===== config.mk =====
export PLATFORM = sky130hd
export DESIGN_NAME = fb_scanout_reader
export DESIGN_NICKNAME = d
export VERILOG_FILES = /design/src/rtl/fb_scanout_reader_pkg.sv /design/src/rtl/fb_scanout_reader_pixel_unpacker.sv /design/src/rtl/fifo.sv /design/src/rtl/fb_scanout_reader.sv
export SDC_FILE = /design/constraint.sdc
export NUM_CORES = 1
export LEC_CHECK = 0
export BUFFER_PORTS_ARGS = -buffer_cell sky130_fd_sc_hd__buf_2
export CORE_ASPECT_RATIO = 1.2
export CORE_MARGIN = 10
export CORE_UTILIZATION = 55
export CTS_CLUSTER_DIAMETER = 120
export DETAILED_ROUTE_END_ITERATION = 8
export HOLD_SLACK_MARGIN = 0.12
export PLACE_DENSITY = 0.75
export SYNTH_ARGS = -nofsm -noshare
export SYNTH_HDL_FRONTEND = slang
export SYNTH_SLANG_ARGS = --single-unit

===== constraint.sdc =====
create_clock -name clk -period 8.4 [get_ports clk]
set_input_delay 0.42 -clock clk [delete_from_list [all_inputs] [get_ports clk]]
set_output_delay 0.42 -clock clk [all_outputs]
set_load 0.05 [all_outputs]

===== src/rtl/fb_scanout_reader_pkg.sv =====
// Shared constants and types for the frame-buffer scanout read path.
// Pixel packing, request opcode and the FIFO entry layout live here.
package fb_scanout_reader_pkg;

  localparam int H_WORDS_DEF  = 80;
  localparam int V_LINES_DEF  = 480;
  localparam int ADDR_W       = 17;
  localparam int DATA_W       = 32;
  localparam int PIX_BITS     = 4;
  localparam int PIX_PER_WORD = 8;
  localparam int PIX_CNT_W    = 3;
  localparam int FIFO_W       = 34;

  localparam logic [3:0] RD_OP = 4'b0000;

  typedef struct packed {
    logic              frame_first;
    logic              line_last;
    logic [DATA_W-1:0] data;
  } fb_word_t;

endpackage


===== src/rtl/fb_scanout_reader_pixel_unpacker.sv =====
// Turns 32-bit frame-buffer words into a 4-bit pixel stream, pixel 0 first,
// with start-of-frame and end-of-line markers; refills with no bubble.
module pixel_unpacker
  import fb_scanout_reader_pkg::*;
(
  input  logic                clk,
  input  logic                rst_n,
  input  logic                fifo_empty,
  input  fb_word_t            fifo_word,
  output logic                fifo_pop,
  output logic                word_done,
  output logic [PIX_BITS-1:0] out_pix,
  output logic                out_sof,
  output logic                out_eol,
  output logic                out_rts,
  input  logic                out_rtr
);

  logic [DATA_W-1:0]    shift_q, shift_d;
  logic [PIX_CNT_W-1:0] pix_cnt_q, pix_cnt_d;
  logic                 valid_q, valid_d;
  logic                 line_last_q, line_last_d;
  logic                 sof_q, sof_d;
  logic                 eol_q, eol_d;
  logic                 consume, last_pix;

  assign out_pix = shift_q[PIX_BITS-1:0];
  assign out_sof = sof_q;
  assign out_eol = eol_q;
  assign out_rts = valid_q;

  always_comb begin
    consume     = valid_q && out_rtr;
    last_pix    = (pix_cnt_q == PIX_CNT_W'(PIX_PER_WORD-1));
    word_done   = consume && last_pix;
    fifo_pop    = !fifo_empty && (!valid_q || word_done);
    shift_d     = shift_q;
    pix_cnt_d   = pix_cnt_q;
    valid_d     = valid_q;
    line_last_d = line_last_q;
    sof_d       = sof_q;
    eol_d       = eol_q;
    if (fifo_pop) begin
      shift_d     = fifo_word.data;
      pix_cnt_d   = '0;
      valid_d     = 1'b1;
      line_last_d = fifo_word.line_last;
      sof_d       = fifo_word.frame_first;
      eol_d       = 1'b0;
    end else if (consume) begin
      shift_d   = shift_q >> PIX_BITS;
      pix_cnt_d = pix_cnt_q + PIX_CNT_W'(1);
      sof_d     = 1'b0;
      // Marker is precomputed for the pixel about to be presented.
      eol_d     = line_last_q && (pix_cnt_q == PIX_CNT_W'(PIX_PER_WORD-2));
      if (last_pix) begin
        valid_d = 1'b0;
      end
    end
  end

  always_ff @(posedge clk or negedge rst_n) begin
    if (!rst_n) begin
      shift_q     <= '0;
      pix_cnt_q   <= '0;
      valid_q     <= 1'b0;
      line_last_q <= 1'b0;
      sof_q       <= 1'b0;
      eol_q       <= 1'b0;
    end else begin
      shift_q     <= shift_d;
      pix_cnt_q   <= pix_cnt_d;
      valid_q     <= valid_d;
      line_last_q <= line_last_d;
      sof_q       <= sof_d;
      eol_q       <= eol_d;
    end
  end

endmodule


===== src/rtl/fifo.sv =====
// Generic synchronous FIFO with first-word-fall-through read data.
// Push while full and pop while empty are ignored.
module fifo #(
  parameter int WIDTH     = 34,
  parameter int DEPTH     = 8,
  parameter int LOG2DEPTH = 3
) (
  input  logic             clk,
  input  logic             rst_n,
  input  logic             push,
  input  logic [WIDTH-1:0] wdata,
  output logic             full,
  input  logic             pop,
  output logic [WIDTH-1:0] rdata,
  output logic             empty
);

  logic [WIDTH-1:0]     mem_q [DEPTH];
  logic [LOG2DEPTH-1:0] wr_ptr_q, wr_ptr_d;
  logic [LOG2DEPTH-1:0] rd_ptr_q, rd_ptr_d;
  logic [LOG2DEPTH:0]   count_q, count_d;
  logic                 do_push, do_pop;

  assign full  = (count_q == (LOG2DEPTH+1)'(DEPTH));
  assign empty = (count_q == '0);
  assign rdata = mem_q[rd_ptr_q];

  // NOTE: every variable gets a default at the top of always_comb so no path leaves it unassigned (no latch).
  always_comb begin
    wr_ptr_d = wr_ptr_q;
    rd_ptr_d = rd_ptr_q;
    do_push  = push && !full;
    do_pop   = pop && !empty;
    if (do_push) begin
      wr_ptr_d = (wr_ptr_q == LOG2DEPTH'(DEPTH-1)) ? '0 : wr_ptr_q + LOG2DEPTH'(1);
    end
    if (do_pop) begin
      rd_ptr_d = (rd_ptr_q == LOG2DEPTH'(DEPTH-1)) ? '0 : rd_ptr_q + LOG2DEPTH'(1);
    end
    count_d = count_q + (LOG2DEPTH+1)'(do_push) - (LOG2DEPTH+1)'(do_pop);
  end

  // NOTE: sequential state uses non-blocking assignments so all flops update together at the edge.
  always_ff @(posedge clk or negedge rst_n) begin
    if (!rst_n) begin
      wr_ptr_q <= '0;
      rd_ptr_q <= '0;
      count_q  <= '0;
    end else begin
      wr_ptr_q <= wr_ptr_d;
      rd_ptr_q <= rd_ptr_d;
      count_q  <= count_d;
    end
  end

  // NOTE: storage has no reset; the pointers and count alone define which entries are valid.
  always_ff @(posedge clk) begin
    if (do_push) begin
      mem_q[wr_ptr_q] <= wdata;
    end
  end

endmodule


===== src/rtl/fb_scanout_reader.sv =====
// Frame-buffer scanout engine: raster-order word fetch through the arbiter,
// word FIFO, and pixel unpacker feeding the display stage.
module fb_scanout_reader
  import fb_scanout_reader_pkg::*;
#(
  parameter int                H_WORDS        = H_WORDS_DEF,
  parameter int                V_LINES        = V_LINES_DEF,
  parameter logic [ADDR_W-1:0] FB_BASE        = 17'h00000,
  parameter int                FIFO_DEPTH     = 8,
  parameter int                FIFO_LOG2DEPTH = 3
) (
  input  logic                clk,
  input  logic                rst_,
  input  logic                enable,
  output logic                arb_rts,
  input  logic                arb_rtr,
  output logic [ADDR_W-1:0]   arb_addr_out,
  output logic [3:0]          wr_op,
  output logic [DATA_W-1:0]   arb_data_out,
  input  logic                bcast_xfc,
  input  logic [DATA_W-1:0]   arb_data_in,
  output logic [PIX_BITS-1:0] out_pix,
  output logic                out_sof,
  output logic                out_eol,
  output logic                out_rts,
  input  logic                out_rtr
);

  localparam logic [1:0] ST_IDLE = 2'd0;
  localparam logic [1:0] ST_REQ  = 2'd1;
  localparam logic [1:0] ST_WAIT = 2'd2;

  localparam int TOTAL_WORDS = H_WORDS * V_LINES;
  localparam int COL_W       = $clog2(H_WORDS + 1);
  localparam int WORDS_W     = FIFO_LOG2DEPTH + 1;

  logic [1:0]        state_q, state_d;
  logic [ADDR_W-1:0] word_idx_q, word_idx_d;
  logic [ADDR_W-1:0] addr_q, addr_d;
  logic [COL_W-1:0]  col_q, col_d;
  logic [WORDS_W-1:0] words_q, words_d;
  logic              arb_rts_q, arb_rts_d;
  logic              push, frame_last, line_last, has_space;
  logic              fifo_full, fifo_empty, fifo_pop, word_done;
  fb_word_t          push_word, head_word;

  assign arb_rts      = arb_rts_q;
  assign arb_addr_out = addr_q;
  assign wr_op        = RD_OP;
  assign arb_data_out = '0;

  always_comb begin
    frame_last = (word_idx_q == ADDR_W'(TOTAL_WORDS-1));
    line_last  = (col_q == COL_W'(H_WORDS-1));
    push       = (state_q == ST_WAIT) && bcast_xfc && !fifo_full;

    push_word.frame_first = (word_idx_q == '0);
    push_word.line_last   = line_last;
    push_word.data        = arb_data_in;

    // Occupancy counts the word held in the unpacker as well as the FIFO.
    words_d   = words_q + WORDS_W'(push) - WORDS_W'(word_done);
    has_space = (words_d < WORDS_W'(FIFO_DEPTH));

    state_d    = state_q;
    word_idx_d = word_idx_q;
    col_d      = col_q;
    case (state_q)
      ST_IDLE: begin
        // A frame in progress is finished even if enable has dropped.
        if ((enable || word_idx_q != '0) && has_space) begin
          state_d = ST_REQ;
        end
      end
      ST_REQ: begin
        if (arb_rtr) begin
          state_d = ST_WAIT;
        end
      end
      ST_WAIT: begin
        if (push) begin
          word_idx_d = frame_last ? '0 : word_idx_q + ADDR_W'(1);
          col_d      = line_last ? '0 : col_q + COL_W'(1);
          state_d    = (has_space && !(frame_last && !enable)) ? ST_REQ : ST_IDLE;
        end
      end
      default: state_d = ST_IDLE;
    endcase

    addr_d    = FB_BASE + word_idx_d;
    arb_rts_d = (state_d == ST_REQ);
  end

  always_ff @(posedge clk or negedge rst_) begin
    if (!rst_) begin
      state_q    <= ST_IDLE;
      word_idx_q <= '0;
      addr_q     <= FB_BASE;
      col_q      <= '0;
      words_q    <= '0;
      arb_rts_q  <= 1'b0;
    end else begin
      state_q    <= state_d;
      word_idx_q <= word_idx_d;
      addr_q     <= addr_d;
      col_q      <= col_d;
      words_q    <= words_d;
      arb_rts_q  <= arb_rts_d;
    end
  end

  fifo #(
    .WIDTH     (FIFO_W),
    .DEPTH     (FIFO_DEPTH),
    .LOG2DEPTH (FIFO_LOG2DEPTH)
  ) u_fifo (
    .clk   (clk),
    .rst_n (rst_),
    .push  (push),
    .wdata (push_word),
    .full  (fifo_full),
    .pop   (fifo_pop),
    .rdata (head_word),
    .empty (fifo_empty)
  );

  pixel_unpacker u_unpacker (
    .clk        (clk),
    .rst_n      (rst_),
    .fifo_empty (fifo_empty),
    .fifo_word  (head_word),
    .fifo_pop   (fifo_pop),
    .word_done  (word_done),
    .out_pix    (out_pix),
    .out_sof    (out_sof),
    .out_eol    (out_eol),
    .out_rts    (out_rts),
    .out_rtr    (out_rtr)
  );

endmodule


-- After elaboration in Yosys (flattened, before gate mapping)
Memories as Yosys holds them, arrays and structs flattened.
Index checks and enable logic that the tools add are counted.
- $add $sub $neg: 9
- multipliers: 0
- div/mod/pow operators: 0
- order comparisons: 1
- equality and inequality tests: 10
- shifts and indexed selects: 0
- muxes and demuxes: 24
- bitwise operators: 0
- reduce and logical (&&, ||, !) cells: 26
- operators by type and width (operator ; count):
    2-to-1 mux 32 bit ; 2
    2-to-1 mux 17 bit ; 3
    adder 17 x 1 -> 17 bit, second input constant ; 1
    equality test 17 x 16 -> 1 bit, second input constant ; 1
    logical NOT 17 bit ; 1
    nonzero test 17 bit ; 1
    equality test 3 bit, second input constant ; 4
    2-to-1 mux 3 bit ; 4
    logical AND 1 bit ; 11
    2-to-1 mux 1 bit ; 10
    adder 3 x 1 -> 3 bit, second input constant ; 3
    adder 4 x 1 -> 4 bit ; 2
    subtractor 4 x 1 -> 4 bit ; 2
    adder 7 x 1 -> 7 bit, second input constant ; 1
    equality test 7 bit, second input constant ; 1
    2-to-1 mux 7 bit ; 1
    2-to-1 mux 2 bit ; 3
    case mux 2 bit (3 select lines) ; 1
    logical NOT 1 bit ; 5
    equality test 2 x 1 -> 1 bit, second input constant ; 2
    equality test 4 bit, second input constant ; 1
    logical NOT 4 bit ; 1
    less-than comparator 4 bit, second input constant ; 1
    AND reduction 2 bit ; 2
    other kinds (4) ; 6
- flip-flop bits (word level): 80
- bits in latches: 0
- memory bits (writable): 272
- memory bits (read-only): 0
- input bits: 38
- output and inout bits: 61
- memories kept: 1
- memories (memory ; words ; width ; rd ports ; clocked after memory_dff ; write ports ; line ; RTL):
    u_fifo.mem_q ; 8 ; 34 ; 1 ; 0 ; 1 ; fifo.sv:18 ; logic [WIDTH-1:0] mem_q [DEPTH];

-- Depth between registers and ports, before layout
Gate-level depths: netlist (run 1).
- depth after elaboration: 11
- gate-level depth with buffers: 13
- mapped depth without buffers: 12

-- Cells and area by module
Synthesis (run 1) repeated with hierarchy kept, for this count alone.
- cells, all modules: 795
- area total of the unflattened synthesis: 14995.6 µm²
- modules (own cells, without submodules) (module ; times used ; cells each ; area each (µm²)):
    fifo ; 1 ; 454 ; 11105.7
    pixel_unpacker ; 1 ; 145 ; 2005.7
    fb_scanout_reader ; 1 ; 196 ; 1884.3

-- Least setup slack after synthesis (run 1)
OpenSTA, ideal clock, no wires.
- path type: reg-to-reg
- start: register u_fifo.count_q[2]
- end: memory u_fifo.mem_q[4][0], enable pin
- library setup time: 0.522 ns
- arrival time: 4.505 ns
- data required time: 7.878 ns
- slack: 3.372 ns
- stages on the path, launching flop included: 6
- buffers on the path: 0
- cells stage by stage: dfrtp_1 -> inv_1 -> ha_1 -> or3b_2 -> nand3_4 -> nor4b_1
- longest elaborated chain between the ends: 6
- ends and longest elaborated chain (what ; line ; RTL):
    from (decl) ; fifo.sv:21 ; logic [LOG2DEPTH:0] count_q, count_d;
    from (signal assigned) ; fifo.sv:52 ; count_q <= count_d;
    equality test 4 bit * ; fifo.sv:24 ; assign full = (count_q == (LOG2DEPTH+1)'(DEPTH));
    logical NOT 1 bit * ; fifo.sv:32, fb_scanout_reader.sv:55 ;
    logical AND 1 bit ; fb_scanout_reader.sv:55 ; push = (state_q == ST_WAIT) && bcast_xfc && !fifo_full;
    logical AND 1 bit * ; fifo.sv:32 ; do_push = push && !full;
    2-to-1 mux 1 bit * ; fifo.sv:58 ; if (do_push) begin
    2-to-1 mux 1 bit (not written as such) * ; fifo.sv:59 ; mem_q[wr_ptr_q] <= wdata;
    to (decl) ; fifo.sv:18 ;
Every way passes the cells marked *; elsewhere a longest branch is shown, timed or not.

-- Worst setup path in the final report (run 1)
- start: register u_unpacker.pix_cnt_q[0]
- end: register u_fifo.count_q[1]
- longest elaborated chain between the ends: 6
- ends and longest elaborated chain (what ; line ; RTL):
    from (decl) ; fb_scanout_reader_pixel_unpacker.sv:20 ; logic [PIX_CNT_W-1:0] pix_cnt_q, pix_cnt_d;
    from (signal assigned) ; fb_scanout_reader_pixel_unpacker.sv:72 ; pix_cnt_q <= pix_cnt_d;
    equality test 3 bit ; fb_scanout_reader_pixel_unpacker.sv:34 ; last_pix = (pix_cnt_q == PIX_CNT_W'(PIX_PER_WORD-1));
    logical AND 1 bit ; fb_scanout_reader_pixel_unpacker.sv:35 ; word_done = consume && last_pix;
    logical OR 1 bit ; fb_scanout_reader_pixel_unpacker.sv:36 ; fifo_pop = !fifo_empty && (!valid_q || word_done);
    logical AND 1 bit ; fb_scanout_reader_pixel_unpacker.sv:36 ;
    logical AND 1 bit ; fifo.sv:33 ; do_pop = pop && !empty;
    via u_fifo.do_pop ; fifo.sv:22 ; logic do_push, do_pop;
    subtractor 4 x 1 -> 4 bit ; fifo.sv:40 ; count_d = count_q + (LOG2DEPTH+1)'(do_push) - (LOG2DEPTH+1)'(do_pop);
    via u_fifo.count_d[1] ; fifo.sv:21 ;
The timed path passes the listed nets, and every way through them passes these cells.
A chain may end at the register's enable or synchronous reset.

==> results.py, run 1 <==
metrics = {
    "clock_network": {
        "cts_root_buffer": "clkbuf_16",
        "clock_path_buffers": 3,
        "cts_sinks": 352,
        "htreeDepth": 2,
        "cts_tree": "done",
        "clk_pin_slew_ns": 0.06,
        "post_cts_buffers": 0,
        "cts_buffers": 34,
        "clk_latency_ns": 0.53,
        "cts_resized": 0,
    },
    "worst_setup_path": {
        "reg2regPathDepth": 13,
        "crit_start": "u_unpacker.pix_cnt_q[0]$_DFFE_PN0P_",
        "cp-endpoint": "u_fifo.count_q[1]$_DFF_PN0_",
        "cp-end-kind": "register",
        "worstSetupStartpointType": "register",
        "crit_type": "register to register",
        "r2r_end": "u_fifo.count_q[1]$_DFF_PN0_",
        "timing.rr.start": "u_unpacker.pix_cnt_q[0]$_DFFE_PN0P_",
        "path_max_fanout": 73,
        "cp.arrival_ns": 3.58,
        "worst_ep_required_time_ns": 8.81,
        "reg2reg_slack_ns": 5.23,
    },
    "detailed_routing": {
        "via_per_inst": 5.80,
        "antenna_left": 0,
        "drt_iter0_drc": 591,
        "dr.pass1.iters": 5,
        "wirelength_mm": 27.2,
        "wl_per_cell_um": 21.0,
        "vias": 7516,
        "drc": 0,
    },
    "timing": {
        "finalCriticalPeriod_ns": 3.17,
        "skew_ns": 0.0193,
        "tns_ns": 0,
        "rsz0062_at_grt": "false",
        "relSlewSlack_pct": 35.8,
        "fmax_mhz": 315,
        "finalHoldViolCount": 0,
        "finalCritPeriodShare_pct": 37.8,
        "tightestPinTransition_ns": 0.963,
        "setup_viol": 0,
        "setup_slack_ns": 5.23,
        "slew_viol_final": 0,
    },
    "placed_design": {
        "place_area_mm2": 0.0150,
        "dpl_worst_slack_ns": 5.28,
        "gp_congestion": 0.783,
        "hpwlAfterDp_mm": 15.5,
        "portBuffers": 62,
    },
    "synthesis": {
        "synth.area.top_cells": "edfxtp_1, dfrtp_1, mux4_2, nand2_1, buf_4",
        "synth-compound-area-share_pct": 4.22,
        "synth_area_leader_cell": "edfxtp_1",
        "synthXorXnorAreaFrac_pct": 1.10,
        "synth-seq-cells": 352,
        "synth_top_family_by_area": "multiplexers",
        "synthArstFlopShare_pct": 22.7,
        "synthAdderAreaFrac_pct": 2.02,
        "netlist_area_mm2": 0.0144,
        "yosysWarnings": 0,
        "synth_ff_type": "edfxtp_1",
        "seq_area_frac_synth_pct": 70.7,
        "yosysTopAreaCellShare_pct": 56.8,
        "muxShareOfSynthArea_pct": 11.1,
        "netlist_instances": 868,
        "synth.avg_cell_area_um2": 16.6,
        "synth_edf_count": 272,
        "synthSimpleGateAreaFrac_pct": 6.99,
        "synth_cell_types": 43,
    },
    "floorplan": {
        "rows": 64,
        "fp.dieW_um": 168,
        "dieArea_mm2": 0.0330,
        "die_h_um": 197,
        "initial_core_util_pct": 56.1,
        "core_mm2": 0.0256,
        "ioPinCount": 99,
    },
    "pwr": {
        "leakagePower_nw": 5.82,
        "p_sw_share_pct": 28.2,
        "clkPwrFrac_pct": 32.2,
        "seqPwrFrac_pct": 45.4,
        "internal_power_mw": 3.47,
        "vdd_ir_drop_max_uv": 171,
        "p_comb_share_pct": 22.3,
        "powerDensity_mw_per_mm2": 300,
        "switching_power_mw": 1.36,
    },
    "final_layout": {
        "fin_area_mm2": 0.0161,
        "syn_to_final_growth_pct": 12.0,
        "fin_util_pct": 62.9,
        "final_cell_mix": "edfxtp_1, nand2_1, dfrtp_1",
        "layout_commonest_cell": "edfxtp_1",
        "final_nets": 999,
        "drive_gt1_share_pct": 22.2,
        "nFillCells": 1807,
    },
    "grt": {
        "grt_pass1_wl_mm": 43.9,
        "overflow": 0,
        "grt.total_usage_pct": 16.5,
        "grt_pass1_vias": 7823,
        "grt_max_degree": 74,
        "antenna_found_initial": 2,
    },
    "worst_hold_path": {
        "worstHoldPathType": "input pin to register",
    },
    "outcome": {
        "outcome": "complete, no violations",
    },
    "flow_run": {
        "maxCapViolations": 0,
    },
}
## sequential cells by signal (all words and copies together) (netlist names)
| signal | count |
|---|---|
| u_fifo.wr_ptr_q | 3 |
| arb_addr_out | 17 |
| u_unpacker.line_last_q | 1 |
| u_unpacker.pix_cnt_q | 3 |
| words_q | 4 |
| u_fifo.mem_q | 272 |
| arb_rts | 1 |
| u_unpacker.shift_q | 32 |
| u_fifo.count_q | 4 |
| u_fifo.rd_ptr_q | 3 |
| u_unpacker.out_eol | 1 |
| col_q | 7 |
| state_q | 2 |
| u_unpacker.out_rts | 1 |
| u_unpacker.out_sof | 1 |
## how the worst min path moves through the flow
stage / to / start / depth (start not counted)
after detailed placement: arb_addr_out[8]$_DFFE_PN0P_ / rst_ / 1
final: u_fifo.mem_q[0][7]$_DFFE_PP_ / arb_data_in[7] / 1
after CTS: u_fifo.mem_q[0][7]$_DFFE_PP_ / arb_data_in[7] / 1
after floorplan: arb_addr_out[0]$_DFFE_PN0P_ / rst_ / 0
after global placement: arb_addr_out[6]$_DFFE_PN0P_ / rst_ / 1
after global routing: u_fifo.mem_q[0][7]$_DFFE_PP_ / arb_data_in[7] / 1
## through the flow
step | hold slack, ns | std cells | total power, mW
5_1_grt | 0.167 | 1296 | 5.07
4_1_cts | 0.147 | 1295 | 4.88
6_report | 0.165 | 1296 | 4.83
3_3_place_gp | 0.317 | 1232 | 3.30
3_5_place_dp | 0.321 | 1232 | 3.32
2_1_floorplan | 0.124 | 903 | 3.07
## area by class of cell
| cell class | instances | area, µm² | share of cell area (%) |
|---|---|---|---|
| antenna | 1 | 2.50 | 0.0155 |
| clock buffer | 46 | 926 | 5.75 |
| clock inverter | 16 | 220 | 1.37 |
| inverter | 23 | 86.3 | 0.536 |
| multi-input combinational | 449 | 3840 | 23.9 |
| sequential | 352 | 10200 | 63.2 |
| tap | 330 | 413 | 2.56 |
| timing repair buffer | 79 | 443 | 2.75 |
## critical path, cell delays in order, from the launching register on
cell	delay [ns]
dfrtp_1	0.41
ha_1	0.21
ha_1	0.18
nand2_1	0.06
nand2_1	0.08
nand2_2	0.07
buf_4	0.60
inv_1	0.29
ha_1	0.36
inv_1	0.05
ha_1	0.15
inv_1	0.06
fa_1	0.48
inv_1	0.04
## cells in the mapped netlist (all sizes together), types with 7 or more instances
cell type  number
nor2           21
edfxtp        272
mux2i           7
nand4           7
a211oi         28
a31oi          30
buf            52
nand3          18
a21oi          12
dfrtp          80
nand2          99
nor2b          29
inv            23
mux4           68
clkbuf         27
ha             20
o21ai          13
xnor2          12
## cell families after synthesis
kind of cell / Yosys count
compound gates: 94
simple gates: 204
buf+inv: 102
xor+xnor: 18
flops: 352
fa+ha+maj: 22
other cells: 1
mux: 75
## what timing repair did
action | in CTS | in global routing
setup endpoints to repair | 0 | 0
hold buffers | 1 | 0
endpoints found under the hold margin | 20 | 0
## routing by layer
layer	track usage, %	vias up	routed length [µm]
li1	-	3392	-
met1	21.1	3876	11100
met2	27.6	198	14000
met3	3.24	48	1380
met4	5.81	2	612
met5	0	-	13
## power groups by stage
stage	Sequential, mW	Combinational [mW]	Clock [mW]
after floorplan	2.20	0.873	0
after global placement	2.22	1.07	0
after detailed placement	2.23	1.09	0
after CTS	2.20	1.10	1.59
after global routing	2.22	1.19	1.66
final	2.20	1.08	1.56
(Power assumes the default switching activity.)
==> run 2, diff against run 1 <==
--- a/config.mk
+++ b/config.mk
@@ -5,6 +5,7 @@
 export SDC_FILE = /design/constraint.sdc
 export NUM_CORES = 1
 export LEC_CHECK = 0
+export ABC_AREA = 1
 export BUFFER_PORTS_ARGS = -buffer_cell sky130_fd_sc_hd__buf_2
 export CORE_ASPECT_RATIO = 1.2
 export CORE_MARGIN = 10
@@ -12,7 +13,7 @@
 export CTS_CLUSTER_DIAMETER = 120
 export DETAILED_ROUTE_END_ITERATION = 8
 export HOLD_SLACK_MARGIN = 0.12
-export PLACE_DENSITY = 0.75
+export PLACE_DENSITY = 0.77
 export SYNTH_ARGS = -nofsm -noshare
 export SYNTH_HDL_FRONTEND = slang
 export SYNTH_SLANG_ARGS = --single-unit
==> constraint.sdc (replaced) <==
create_clock -name clk -period 2.9 [get_ports clk]
set_input_delay 0.145 -clock clk [delete_from_list [all_inputs] [get_ports clk]]
set_output_delay 0.145 -clock clk [all_outputs]
set_load 0.05 [all_outputs]
==> run 2 against run 1 <==
Sequential share of layout area fell by 3.7 points. Cell count rose by 33%. Flip-flop and latch count did not move. First-iteration DRC count rose by 64%. Worst hold slack got worse by 0.016 ns. Combinational power rose to 4.6 times the previous value. Clock skew fell by 0.0070 ns. Synthesized cell count rose by 46%. Core utilization rose by 0.54 points. Routed wire length rose by 27%. Via count rose by 35%. Maximum frequency rose by 33%. Critical path type unchanged. Highest routed layer unchanged.
==> results.py, run 2 <==
metrics = {
    "outcome": {
        "outcome": "complete, no violations",
    },
    "synthesis": {
        "netlist_instances": 1266,
        "synth_edf_count": 272,
        "synth_common_cells": "edfxtp_1, nor2_1, o21ai_0",
        "synth-seq-cells": 352,
        "netlist_area_mm2": 0.0150,
        "synth.avg_cell_area_um2": 11.8,
        "synth.area.top_cells": "edfxtp_1, dfrtp_1, nor2_1, o21ai_0, o211ai_1",
        "synth_area_leader_cell": "edfxtp_1",
        "yosysTopAreaCellShare_pct": 54.5,
        "synth_ff_type": "edfxtp_1",
        "synth_top_family_by_area": "compound AO/OA/AOI/OAI gates",
        "synthXorXnorAreaFrac_pct": 0.760,
        "muxShareOfSynthArea_pct": 0,
        "synthSimpleGateAreaFrac_pct": 11.5,
        "synthAdderAreaFrac_pct": 1.94,
        "synthArstFlopShare_pct": 22.7,
        "seq_area_frac_synth_pct": 67.9,
        "synth_cell_types": 43,
        "synthMostInstantiatedCell": "edfxtp_1",
        "yosysWarnings": 0,
        "synth-compound-area-share_pct": 12.0,
    },
    "floorplan": {
        "fp.dieW_um": 171,
        "dieArea_mm2": 0.0343,
        "core_mm2": 0.0270,
        "initial_core_util_pct": 55.5,
        "ioPinCount": 99,
        "rows": 66,
        "die_h_um": 201,
    },
    "detailed_routing": {
        "drc": 0,
        "antenna_left": 0,
        "drt_iter0_drc": 968,
        "via_per_inst": 5.89,
        "dr.pass1.iters": 6,
        "wirelength_mm": 34.6,
        "vias": 10100,
        "wl_per_cell_um": 20.1,
    },
    "clock_network": {
        "cts_sinks": 352,
        "clk_pin_slew_ns": 0.06,
        "clock_path_buffers": 3,
        "cts_tree": "done",
        "clk_latency_ns": 0.52,
        "htreeDepth": 2,
        "cts_root_buffer": "clkbuf_16",
        "cts_buffers": 34,
    },
    "grt": {
        "antenna_found_initial": 2,
        "grt.total_usage_pct": 20.0,
        "grt_pass1_vias": 10400,
        "grt_max_degree": 94,
        "overflow": 0,
        "grt_pass1_wl_mm": 54.5,
    },
    "timing": {
        "relSlewSlack_pct": 46.4,
        "tightestPinTransition_ns": 0.804,
        "setup_viol": 0,
        "finalCriticalPeriod_ns": 2.38,
        "whs_ns": 0.149,
        "finalHoldViolCount": 0,
        "skew_ns": 0.0124,
        "rsz0062_at_grt": "false",
        "finalCritPeriodShare_pct": 82.1,
        "fmax_mhz": 420,
        "slew_viol_final": 0,
    },
    "worst_setup_path": {
        "cp.arrival_ns": 2.79,
        "crit_type": "register to register",
        "worst_ep_required_time_ns": 3.31,
        "worstSetupStartpointType": "register",
        "path_max_fanout": 9,
        "cp-end-kind": "register",
    },
    "final_layout": {
        "fin_util_pct": 63.4,
        "syn_to_final_growth_pct": 14.3,
        "largest_reg_flops": 272,
        "final_nets": 1412,
        "largest-register": "u_fifo.mem_q",
        "layout_commonest_cell": "edfxtp_1",
        "drive_gt1_share_pct": 13.4,
        "final_cell_mix": "edfxtp_1, nor2_1, o21ai_0",
    },
    "worst_hold_path": {
        "worstHoldPathType": "input pin to register",
    },
    "pwr": {
        "powerDensity_mw_per_mm2": 944,
        "leakagePower_nw": 6.35,
        "vdd_ir_drop_max_uv": 695,
    },
    "placed_design": {
        "hpwlAfterDp_mm": 20.6,
        "gp_congestion": 0.832,
        "portBuffers": 62,
    },
    "flow_run": {
        "maxCapViolations": 0,
    },
}
run 2: cell types whose count changed in the layout (fill, tap and decap cells not counted), sizes merged, moves of 25 or more:
cell         before  now
inv              25   56
nor2             21  232
a211oi           28    0
nand3            18   68
a31o              0   25
a21oi            12   39
mux4             68    0
o21ai            13  157
a31oi            30    1
nor2b            29    0
o211ai            0   57
dlygate4sd3       1   34
run 2: layout make-up:
class	count	area, µm²
antenna	1	2.50
timing repair buffer	126	966
tap	340	425
clock inverter	8	145
fill	1947	9880
clock buffer	54	1070
multi-input combinational	781	4130
sequential	352	10200
inverter	57	215
run 2: worst paths after layout:
path                                                startpoint                           end  slack, ns  cells past startpoint
setup / recovery           u_unpacker.pix_cnt_q[1]$_DFFE_PN0P_   u_fifo.count_q[2]$_DFF_PN0_       0.52                     12
setup reg to reg           u_unpacker.pix_cnt_q[1]$_DFFE_PN0P_   u_fifo.count_q[2]$_DFF_PN0_       0.52                     12
max in group asynchronous                                 rst_          col_q[3]$_DFFE_PN0P_       1.92                      3
hold / removal                                          enable          state_q[0]$_DFF_PN0_       0.15                      7
hold reg to reg                           words_q[0]$_DFF_PN0_          words_q[0]$_DFF_PN0_       0.49                      1
min in group asynchronous                                 rst_  arb_addr_out[16]$_DFFE_PN0P_       0.24                      2
run 2: kinds of logic (layout without fill, tap and decap cells):
logic type / after synthesis / in the layout
DFF: 352 / 352
xor gates and xnor gates: 13 / 13
AOI/OAI and AO/OA: 297 / 297
buffers and inverters: 168 / 245
other: 1 / 37
and+or+nand+nor: 413 / 413
adders and majority gates: 22 / 22
run 2: layer usage:
metal | vias up | GRT usage [%] | share of wire (%) | wire (µm)
met3 | 80 | 3.50 | 7.0 | 2430
met4 | 2 | 8.03 | 2.8 | 976
met5 | - | 0 | 0.020 | 7
met2 | 423 | 34.3 | 51 | 17600
met1 | 5018 | 24.4 | 39 | 13600
li1 | 4610 | - | - | -
run 2: timing repair:
item                      in CTS  in global routing
hold buffers                  34                  0
resized for setup              0                  0
hold endpoints to repair     306                  0
setup buffers                  0                  0
run 2: worst max-delay path, stage by stage (launching register included):
cell,delay (ns)
dfrtp_1,0.40
ha_1,0.20
ha_1,0.18
inv_1,0.11
o21ai_4,0.08
nand2_4,0.13
inv_2,0.06
ha_1,0.29
inv_1,0.07
ha_1,0.17
inv_1,0.06
fa_1,0.38
xnor2_1,0.14
run 2: per-stage QoR:
step	std cells	area (µm²)	total power, mW	setup slack (ns)	setup TNS, ns
5_1_grt	1719	17100	17.0	0.339	0
3_5_place_dp	1622	15600	11.4	0.535	0
6_report	1719	17100	16.2	0.521	0
2_1_floorplan	1301	15100	10.2	-0.156	-21.19
4_1_cts	1718	17100	16.2	0.516	0
3_3_place_gp	1622	15600	11.3	0.633	0
run 2: power by group:
part           internal, mW  total [mW]  switching [mW]
Clock                  2.90        4.74            1.84
Sequential             5.99        6.47           0.482
Combinational          1.61        4.96            3.36
